**config.mk**
```make
export PLATFORM = sky130hd
export DESIGN_NAME = i2c_txn_arbiter_flat
export DESIGN_NICKNAME = d
export VERILOG_FILES = /design/src/rtl/i2c_txn_arbiter_if.sv /design/src/rtl/i2c_txn_arbiter.sv /design/src/flat_wrapper.sv
export SDC_FILE = /design/constraint.sdc
export NUM_CORES = 1
export LEC_CHECK = 0
export CELL_PAD_IN_SITES_DETAIL_PLACEMENT = 1
export CELL_PAD_IN_SITES_GLOBAL_PLACEMENT = 1
export CORE_UTILIZATION = 27
export CTS_BUF_LIST = sky130_fd_sc_hd__clkbuf_16
export CTS_CLUSTER_SIZE = 14
export DETAILED_ROUTE_END_ITERATION = 7
export DONT_BUFFER_PORTS = 1
export PLACE_DENSITY_LB_ADDON = 0.1
export SYNTH_ARGS = -nofsm -noshare
export SYNTH_HDL_FRONTEND = slang
export SYNTH_SLANG_ARGS = --single-unit
```
**constraint.sdc**
```tcl
create_clock -name clk -period 7.18 [get_ports clk]
set_input_delay 0.718 -clock clk [delete_from_list [all_inputs] [get_ports clk]]
set_output_delay 0.718 -clock clk [all_outputs]
set_load 0.02 [all_outputs]
```
**src/rtl/i2c_txn_arbiter_if.sv**
```systemverilog
// -----------------------------------------------------------------------------
// i2c_txn_arbiter_if
//
// Groups every non-clock signal of the I2C transaction arbiter into one bundle.
// Two groups of signals travel through it:
//   - the requester side: NREQ packed request slots plus grant/done/err;
//   - the byte-master side: START/STOP pulses, the byte being shifted, and the
//     per-byte completion/ACK handshake coming back from the shared master.
//
// Modports:
//   master - the arbiter's view: it consumes the requests and the master's
//            replies, and drives grants, status pulses and master commands.
//   slave  - the environment's view (requesters plus the byte-level I2C
//            write master): the exact mirror of 'master'.
//
// Signals:
//   req_valid   [NREQ]     requester i has a pending transaction (level)
//   req_addr    [7*NREQ]   7-bit slave address, slice i
//   req_len     [2*NREQ]   data byte count minus 1, slice i
//   req_data    [32*NREQ]  data bytes, byte k = bits [8k+7:8k] of slice i
//   grant       [NREQ]     one-hot owner of the current transaction
//   done        [NREQ]     1-cycle pulse, transaction completed with all ACKs
//   err         [NREQ]     1-cycle pulse, transaction aborted
//   m_start                1-cycle START command to the byte master
//   m_byte      [8]        byte currently being shifted out
//   m_byte_done            1-cycle pulse after the ACK slot of a byte
//   m_ack                  slave ACKed; qualified by m_byte_done
//   m_stop                 1-cycle STOP command to the byte master
//   m_busy                 byte master busy from START until STOP completes
// -----------------------------------------------------------------------------
interface i2c_txn_arbiter_if #(
  parameter int NREQ = 2
);
  // Requester side
  logic [NREQ-1:0]    req_valid;
  logic [7*NREQ-1:0]  req_addr;
  logic [2*NREQ-1:0]  req_len;
  logic [32*NREQ-1:0] req_data;
  logic [NREQ-1:0]    grant;
  logic [NREQ-1:0]    done;
  logic [NREQ-1:0]    err;

  // Byte-master side
  logic               m_start;
  logic [7:0]         m_byte;
  logic               m_byte_done;
  logic               m_ack;
  logic               m_stop;
  logic               m_busy;

  modport master (
    input  req_valid, req_addr, req_len, req_data,
    input  m_byte_done, m_ack, m_busy,
    output grant, done, err,
    output m_start, m_byte, m_stop
  );

  modport slave (
    output req_valid, req_addr, req_len, req_data,
    output m_byte_done, m_ack, m_busy,
    input  grant, done, err,
    input  m_start, m_byte, m_stop
  );
endinterface

```
**src/rtl/i2c_txn_arbiter.sv**
```systemverilog
// -----------------------------------------------------------------------------
// i2c_txn_arbiter
//
// Shares one byte-level I2C write master between NREQ requesters. Each
// requester posts a complete write (7-bit address plus 1..4 data bytes); the
// arbiter picks one round-robin, latches its payload, then sequences the
// master: START, address byte, data bytes with an ACK check after each, STOP,
// and finally waits for the master to go idle before reporting done or err
// to the owner.
//
// Parameters:
//   NREQ     number of requesters (2..4)
//   TIMEOUT  maximum cycles to wait for any single master event
//
// Ports:
//   clk  system clock
//   rst  synchronous reset, active low
//   bus  i2c_txn_arbiter_if.master (requests, status and byte-master link)
//
// Timing summary:
//   grant rises one cycle after the selecting req_valid is sampled in IDLE;
//   m_start pulses two cycles after that; each ACKed byte loads the next
//   data byte on the following cycle; done/err pulse in the same cycle grant
//   falls.
// -----------------------------------------------------------------------------
module i2c_txn_arbiter #(
  parameter int NREQ    = 2,
  parameter int TIMEOUT = 4095
) (
  input  logic              clk,
  input  logic              rst,
  i2c_txn_arbiter_if.master bus
);

  localparam int PW = (NREQ > 1) ? $clog2(NREQ) : 1;
  localparam int CW = (TIMEOUT > 1) ? $clog2(TIMEOUT + 1) : 1;

  typedef enum logic [2:0] {
    S_IDLE,
    S_GRANT,
    S_START,
    S_BYTE,
    S_STOP,
    S_WAIT_IDLE
  } state_e;

  state_e state_q, state_d;

  // Arbitration and ownership
  logic [PW-1:0]   ptr_q;        // last granted index
  logic [NREQ-1:0] grant_q;
  logic [NREQ-1:0] done_q;
  logic [NREQ-1:0] err_q;

  // Latched transaction payload
  logic [6:0]      addr_q;
  logic [1:0]      len_q;
  logic [3:0][7:0] data_q;

  // Sequencing
  logic [7:0]      byte_q;       // drives m_byte
  logic [2:0]      idx_q;        // 0 = address byte, n = data byte n-1
  logic [CW-1:0]   tmo_q;
  logic            abort_q;

  // Round-robin selection results
  logic            sel_found;
  logic [NREQ-1:0] sel_oh;
  logic [PW-1:0]   sel_idx;
  logic [6:0]      sel_addr;
  logic [1:0]      sel_len;
  logic [3:0][7:0] sel_data;

  logic            tmo_hit;
  logic            last_byte;
  logic            take_grant;

  // ---------------------------------------------------------------------------
  // Round-robin pick: first valid index strictly after ptr_q, wrapping around.
  // Pass 0 scans indices above ptr_q, pass 1 scans the rest from 0 upwards,
  // which is the modulo-NREQ search order without a divider.
  // ---------------------------------------------------------------------------
  always_comb begin
    // NOTE: every output of a combinational block gets a default before any
    // branch; a path that leaves a variable unassigned infers a latch.
    sel_found = 1'b0;
    sel_oh    = '0;
    sel_idx   = '0;
    sel_addr  = '0;
    sel_len   = '0;
    sel_data  = '0;
    for (int pass = 0; pass < 2; pass++) begin
      for (int i = 0; i < NREQ; i++) begin
        if (!sel_found && bus.req_valid[i] &&
            ((pass == 0) == (i > int'(ptr_q)))) begin
          sel_found = 1'b1;
          sel_oh[i] = 1'b1;
          sel_idx   = PW'(i);
          sel_addr  = bus.req_addr[7*i +: 7];
          sel_len   = bus.req_len[2*i +: 2];
          sel_data  = bus.req_data[32*i +: 32];
        end
      end
    end
  end

  // The counter is cleared on entry to each wait, so reaching TIMEOUT-1 here
  // means this is the TIMEOUT-th cycle spent waiting.
  assign tmo_hit    = (tmo_q == CW'(TIMEOUT - 1));
  assign last_byte  = (idx_q == ({1'b0, len_q} + 3'd1));
  assign take_grant = sel_found && !bus.m_busy;

  // ---------------------------------------------------------------------------
  // FSM process 1: state register
  // ---------------------------------------------------------------------------
  always_ff @(posedge clk) begin
    // NOTE: sequential state uses non-blocking assignments so every register
    // samples pre-edge values regardless of statement order.
    if (!rst) begin
      state_q <= S_IDLE;
    end else begin
      state_q <= state_d;
    end
  end

  // ---------------------------------------------------------------------------
  // FSM process 2: next-state logic
  // ---------------------------------------------------------------------------
  always_comb begin
    state_d = state_q;
    case (state_q)
      S_IDLE: begin
        if (take_grant) state_d = S_GRANT;
      end
      S_GRANT: begin
        state_d = S_START;
      end
      S_START: begin
        state_d = S_BYTE;
      end
      S_BYTE: begin
        // A byte completion takes priority over a coincident timeout.
        if (bus.m_byte_done) begin
          if (!bus.m_ack || last_byte) state_d = S_STOP;
        end else if (tmo_hit) begin
          state_d = S_STOP;
        end
      end
      S_STOP: begin
        state_d = S_WAIT_IDLE;
      end
      S_WAIT_IDLE: begin
        if (!bus.m_busy || tmo_hit) state_d = S_IDLE;
      end
      default: begin
        state_d = S_IDLE;
      end
    endcase
  end

  // ---------------------------------------------------------------------------
  // FSM process 3: state-decoded command pulses
  // ---------------------------------------------------------------------------
  always_comb begin
    bus.m_start = 1'b0;
    bus.m_stop  = 1'b0;
    case (state_q)
      S_START: bus.m_start = 1'b1;
      S_STOP:  bus.m_stop  = 1'b1;
      default: ;
    endcase
  end

  // ---------------------------------------------------------------------------
  // Control datapath: grant, pointer, byte sequencing, timeout, status pulses
  // ---------------------------------------------------------------------------
  always_ff @(posedge clk) begin
    if (!rst) begin
      ptr_q   <= PW'(NREQ - 1);    // requester 0 wins the first arbitration
      grant_q <= '0;
      done_q  <= '0;
      err_q   <= '0;
      byte_q  <= '0;
      idx_q   <= '0;
      tmo_q   <= '0;
      abort_q <= 1'b0;
    end else begin
      done_q <= '0;
      err_q  <= '0;
      case (state_q)
        S_IDLE: begin
          if (take_grant) begin
            grant_q <= sel_oh;
            ptr_q   <= sel_idx;
          end
        end
        S_GRANT: begin
          byte_q  <= {addr_q, 1'b0};   // write direction
          idx_q   <= '0;
          abort_q <= 1'b0;
        end
        S_START: begin
          tmo_q <= '0;
        end
        S_BYTE: begin
          if (bus.m_byte_done) begin
            if (!bus.m_ack) begin
              abort_q <= 1'b1;
            end else if (!last_byte) begin
              // idx_q is never above len_q here, so idx_q[1:0] is the index
              // of the next data byte.
              byte_q <= data_q[idx_q[1:0]];
              idx_q  <= idx_q + 3'd1;
              tmo_q  <= '0;
            end
          end else begin
            tmo_q <= tmo_q + 1'b1;
            if (tmo_hit) abort_q <= 1'b1;
          end
        end
        S_STOP: begin
          tmo_q <= '0;
        end
        S_WAIT_IDLE: begin
          if (!bus.m_busy || tmo_hit) begin
            grant_q <= '0;
            // Still busy here means the idle wait timed out.
            if (abort_q || bus.m_busy) err_q  <= grant_q;
            else                       done_q <= grant_q;
          end else begin
            tmo_q <= tmo_q + 1'b1;
          end
        end
        default: ;
      endcase
    end
  end

  // ---------------------------------------------------------------------------
  // Payload latch, captured only at grant time
  // ---------------------------------------------------------------------------
  always_ff @(posedge clk) begin
    // NOTE: payload registers carry no reset; they are always written at grant
    // before anything reads them, and leaving them out keeps rst off their
    // enable path.
    if (state_q == S_IDLE && take_grant) begin
      addr_q <= sel_addr;
      len_q  <= sel_len;
      data_q <= sel_data;
    end
  end

  assign bus.grant  = grant_q;
  assign bus.done   = done_q;
  assign bus.err    = err_q;
  assign bus.m_byte = byte_q;

  // ---------------------------------------------------------------------------
  // Structural invariants
  // ---------------------------------------------------------------------------
  a_grant_onehot: assert property (@(posedge clk) disable iff (!rst)
    $onehot0(grant_q));
  a_done_err_excl: assert property (@(posedge clk) disable iff (!rst)
    !(|done_q && |err_q));

endmodule

```
**src/flat_wrapper.sv**
```systemverilog
// flat-port wrapper written by rule: the top's interface ports become plain ports
module i2c_txn_arbiter_flat 
#(
  parameter int NREQ    = 2,
  parameter int TIMEOUT = 4095
)
  (clk, rst, bus_req_valid, bus_req_addr, bus_req_len, bus_req_data, bus_m_byte_done, bus_m_ack, bus_m_busy, bus_grant, bus_done, bus_err, bus_m_start, bus_m_byte, bus_m_stop);
  i2c_txn_arbiter_if #(.NREQ(NREQ)) bus_i ();
  input  logic clk;
  input  logic rst;
  input wire logic [$bits(bus_i.req_valid)-1:0] bus_req_valid;
  input wire logic [$bits(bus_i.req_addr)-1:0] bus_req_addr;
  input wire logic [$bits(bus_i.req_len)-1:0] bus_req_len;
  input wire logic [$bits(bus_i.req_data)-1:0] bus_req_data;
  input wire logic [$bits(bus_i.m_byte_done)-1:0] bus_m_byte_done;
  input wire logic [$bits(bus_i.m_ack)-1:0] bus_m_ack;
  input wire logic [$bits(bus_i.m_busy)-1:0] bus_m_busy;
  output wire logic [$bits(bus_i.grant)-1:0] bus_grant;
  output wire logic [$bits(bus_i.done)-1:0] bus_done;
  output wire logic [$bits(bus_i.err)-1:0] bus_err;
  output wire logic [$bits(bus_i.m_start)-1:0] bus_m_start;
  output wire logic [$bits(bus_i.m_byte)-1:0] bus_m_byte;
  output wire logic [$bits(bus_i.m_stop)-1:0] bus_m_stop;
  assign bus_i.req_valid = bus_req_valid;
  assign bus_i.req_addr = bus_req_addr;
  assign bus_i.req_len = bus_req_len;
  assign bus_i.req_data = bus_req_data;
  assign bus_i.m_byte_done = bus_m_byte_done;
  assign bus_i.m_ack = bus_m_ack;
  assign bus_i.m_busy = bus_m_busy;
  assign bus_grant = bus_i.grant;
  assign bus_done = bus_i.done;
  assign bus_err = bus_i.err;
  assign bus_m_start = bus_i.m_start;
  assign bus_m_byte = bus_i.m_byte;
  assign bus_m_stop = bus_i.m_stop;
  i2c_txn_arbiter #(.NREQ(NREQ), .TIMEOUT(TIMEOUT)) u_core (.clk(clk), .rst(rst), .bus(bus_i));
endmodule
```
==> out/qor.csv <==
stage;metric;value;unit
placed_design;dpl hpwl;6510;um
placed_design;DP Worst Slack;4.62;ns
global_routing;pin count of the biggest net entering global routing;45;
pwr;Reg power frac;46.9;%
synth;async set-reset flop share out of synthesis;0;%
die;Core Area;13300;um2
timing;RSZ-0062 raised after global routing;false;
timing;final worst-path cycle share;36.0;%
synth;post-synth net total;416;
synth;Synth area leader;edfxtp_1;
run;max-cap viol count;0;
pwr;Net Sw Power;0.000308;W
clock_tree;post-cts resize count;0;
pwr;Sw Share;27.0;%
die;Die ar.;14300;um2
synth;Seq/Total Area, Yosys;51.2;%
clock_tree;clk slew on worst S/H paths;0.06;ns
routing;drt total wl;9200;um
routing;drt via density;5.19;
clock_tree;postcts setup bufs;0;
finish;# fillers;1478;
synth;main flop type after synthesis;edfxtp_1;
routing;antenna-violating nets left;0;
synth;Mapped Area;3730;um2
pwr;Clk pwr share;40.4;%
run_status;status;finished, final reports clean;
synth;synth top area cells;edfxtp_1 33%, dfxtp_1 18%, a22o_1 9.6%;
pwr;Lkg Pwr;1.47;nW
worst_setup_path;Max FO, Critical Path;20;
pwr;Comb pwr share;12.6;%
die;die width;120;um
global_routing;initial antenna violation count;0;
clock_tree;Max Root-Sink Buffers;2;
pwr;Worst VDD drop;107;uV
clock_tree;CTS H-tree depth;3;
worst_setup_path;Worst Path Required;6.46;ns
worst_setup_path;Critical Path Start;u_core.state_q[1]$_SDFFE_PN0P_;
timing;# setup viols final;0;
worst_setup_path;Arr. time, crit path;1.86;ns
timing;setup tns final;0;ns
worst_setup_path;CP endpoint kind;primary output;
global_routing;gr usage total;13.8;%
die;Rows;42;
die;Ports;105;
synth;synth unique cells;48;
synth;Ys Warns;0;
worst_setup_path;worst reg2reg path startpoint;u_core.state_q[0]$_SDFFE_PN0P_;
finish;Nets;405;
timing;max_slew headroom;26.0;%
die;initial core utilization;28.0;%
synth;Synth Instances;323;
clock_tree;clock sinks;75;
timing;Final Max Tran Viols;0;
worst_setup_path;startpoint types;flop;
finish;Layout Utilization;31.2;%
placed_design;GPL Wtd Cong;0.689;
clock_tree;Hold Buf Count CTS;0;
finish;Area Overhead vs Synth;11.7;%
global_routing;GRT overflow;0;
placed_design;port bufs;0;
global_routing;first-pass GRT wire length;14700;um
pwr;Cell Pwr Density;274;nW/um2
worst_setup_path;WS Path Type;reg -> out;
global_routing;vias in the first global route;2660;
routing;drt drc;0;
synth;syn avg cell area;11.6;um2
synth;post-synth top area share;33.0;%
timing;setup ws final;4.60;ns
timing;post-layout min period;2.58;ns
clock_tree;total CTS buffers;9;
synth;#FFs+latches synth;75;
worst_hold_path;worst hold start;bus_m_busy;
clock_tree;CTS root buffer;clkbuf_16;
die;Die Ht;120;um
timing;Worst Skew;0.00792;ns
clock_tree;TritonCTS clock tree;yes;
clock_tree;Skew-Pair Late Insertion Delay;0.34;ns
routing;TritonRoute pass-1 iters;4;
worst_hold_path;path type of the worst min-delay path;in -> reg;
finish;n_diodes;0;
timing;Worst Tran Pin Value;1.11;ns
routing;1st-iter DRT viols;109;
routing;via count;2560;
pwr;P_int;0.000832;W
finish;share of layout cells above drive strength 1;14.8;%
timing;fmax;0.387;GHz
synth;EDFF count, synth;41;
timing;Hold Violations, Final;0;
routing;Routed WL per cell;18.7;um
-- worst paths after layout --
path         depth (start not counted)  slack (ns)                       endpoint
max reg2reg                          4        4.64   u_core.idx_q[2]$_SDFFE_PN0P_
max                                  2        4.60                    bus_m_start
min reg2reg                          2        0.50  u_core.tmo_q[11]$_SDFFE_PN0P_
min                                  1        0.47  u_core.bus.done[1]$_SDFF_PP0_
-- cells by family (layout without fill, tap and decap cells) --
family / Yosys count / count (layout) / synth area share (%)
DFF: 75 / 75 / 51.2
buffers and inverters: 33 / 27 / 4.39
and+or+nand+nor: 104 / 104 / 15.4
xor gates and xnor gates: 5 / 5 / 1.17
muxes: 11 / 11 / 5.63
AOI/OAI and AO/OA: 91 / 91 / 20.8
adders and majority gates: 4 / 4 / 1.34
-- per-stage QoR --
| stage | hold WS (ns) | instance area, um2 | cells | total power [W] |
|---|---|---|---|---|
| after global placement | 0.484 | 3870 | 477 | 0.000694 |
| after detailed placement | 0.493 | 3870 | 477 | 0.000695 |
| after global routing | 0.466 | 4170 | 493 | 0.00120 |
| final | 0.469 | 4170 | 493 | 0.00114 |
| after floorplan | 0.443 | 3730 | 323 | 0.000663 |
| after CTS | 0.450 | 4170 | 493 | 0.00116 |
-- flip-flops by register name, indices dropped and copies added (netlist names) --
signal	cells
u_core.bus.m_byte	8
u_core.data_q	32
u_core.len_q	2
u_core.abort_q	1
u_core.ptr_q	1
u_core.bus.err	2
u_core.idx_q	3
u_core.bus.done	2
u_core.state_q	3
u_core.bus.grant	2
u_core.addr_q	7
u_core.tmo_q	12
-- power by group through the flow --
stage / registers (W) / logic [W] / clock network, W
floorplan: 0.000528 / 0.000135 / 0
global placement: 0.000545 / 0.000149 / 0
detailed placement: 0.000546 / 0.000149 / 0
CTS: 0.000537 / 0.000149 / 0.000478
global route: 0.000541 / 0.000163 / 0.000493
finish: 0.000535 / 0.000144 / 0.000461
-- synthesized netlist by cell type (2+ instances only) --
cell      instances
a22o_1           41
edfxtp_1         41
dfxtp_1          34
nand2_1          28
nand3_1          22
clkbuf_1         13
a21oi_1          12
inv_1             8
mux4_2            8
nor2_1            8
o211a_1           8
o22ai_2           8
nand3b_1          7
buf_2             5
nand4_1           5
or3b_2            5
a21boi_1          4
ha_1              4
nand2b_1          4
xnor2_1           4
and2_1            3
and3_1            3
and3b_1           3
buf_4             3
buf_6             3
mux2i_1           3
nor2b_1           3
nor3_1            3
nor4b_1           3
o21bai_1          3
o22ai_1           3
a21boi_0          2
a32o_1            2
and3_2            2
o21a_1            2
-- critical path, stage by stage (launching register included) --
cell,delay (ns)
dfxtp_1,0.77
inv_2,0.19
nor3_1,0.56
-- routing by layer --
layer	global-route usage [%]	part of all wire, %	vias to the layer above
met5	0	0	-
met3	3.52	5.8	15
met2	21.6	46	85
met1	17.3	46	1229
li1	-	-	1231
met4	7.89	2.6	0
-- placed cells by master (no fill, tap or decap), types with 5 or more instances in the layout --
master / netlist / layout
mux4_2: 8 / 8
nand4_1: 5 / 5
inv_1: 8 / 8
a21oi_1: 12 / 12
a22o_1: 41 / 41
or3b_2: 5 / 5
nand2_1: 28 / 28
nand3_1: 22 / 22
clkbuf_16: 0 / 9
nor2_1: 8 / 8
o22ai_2: 8 / 8
dfxtp_1: 34 / 34
o211a_1: 8 / 8
edfxtp_1: 41 / 41
nand3b_1: 7 / 7
-- layout make-up --
class	instances	area, um2	share of cell area, %
sequential	75	1910	45.9
multi-input combinational	215	1690	40.4
clock buffer	9	225	5.40
tap	176	220	5.28
clock inverter	7	76.3	1.83
inverter	9	33.8	0.811
timing repair buffer	2	15.0	0.360
Power figures use the tool's default switching activity.
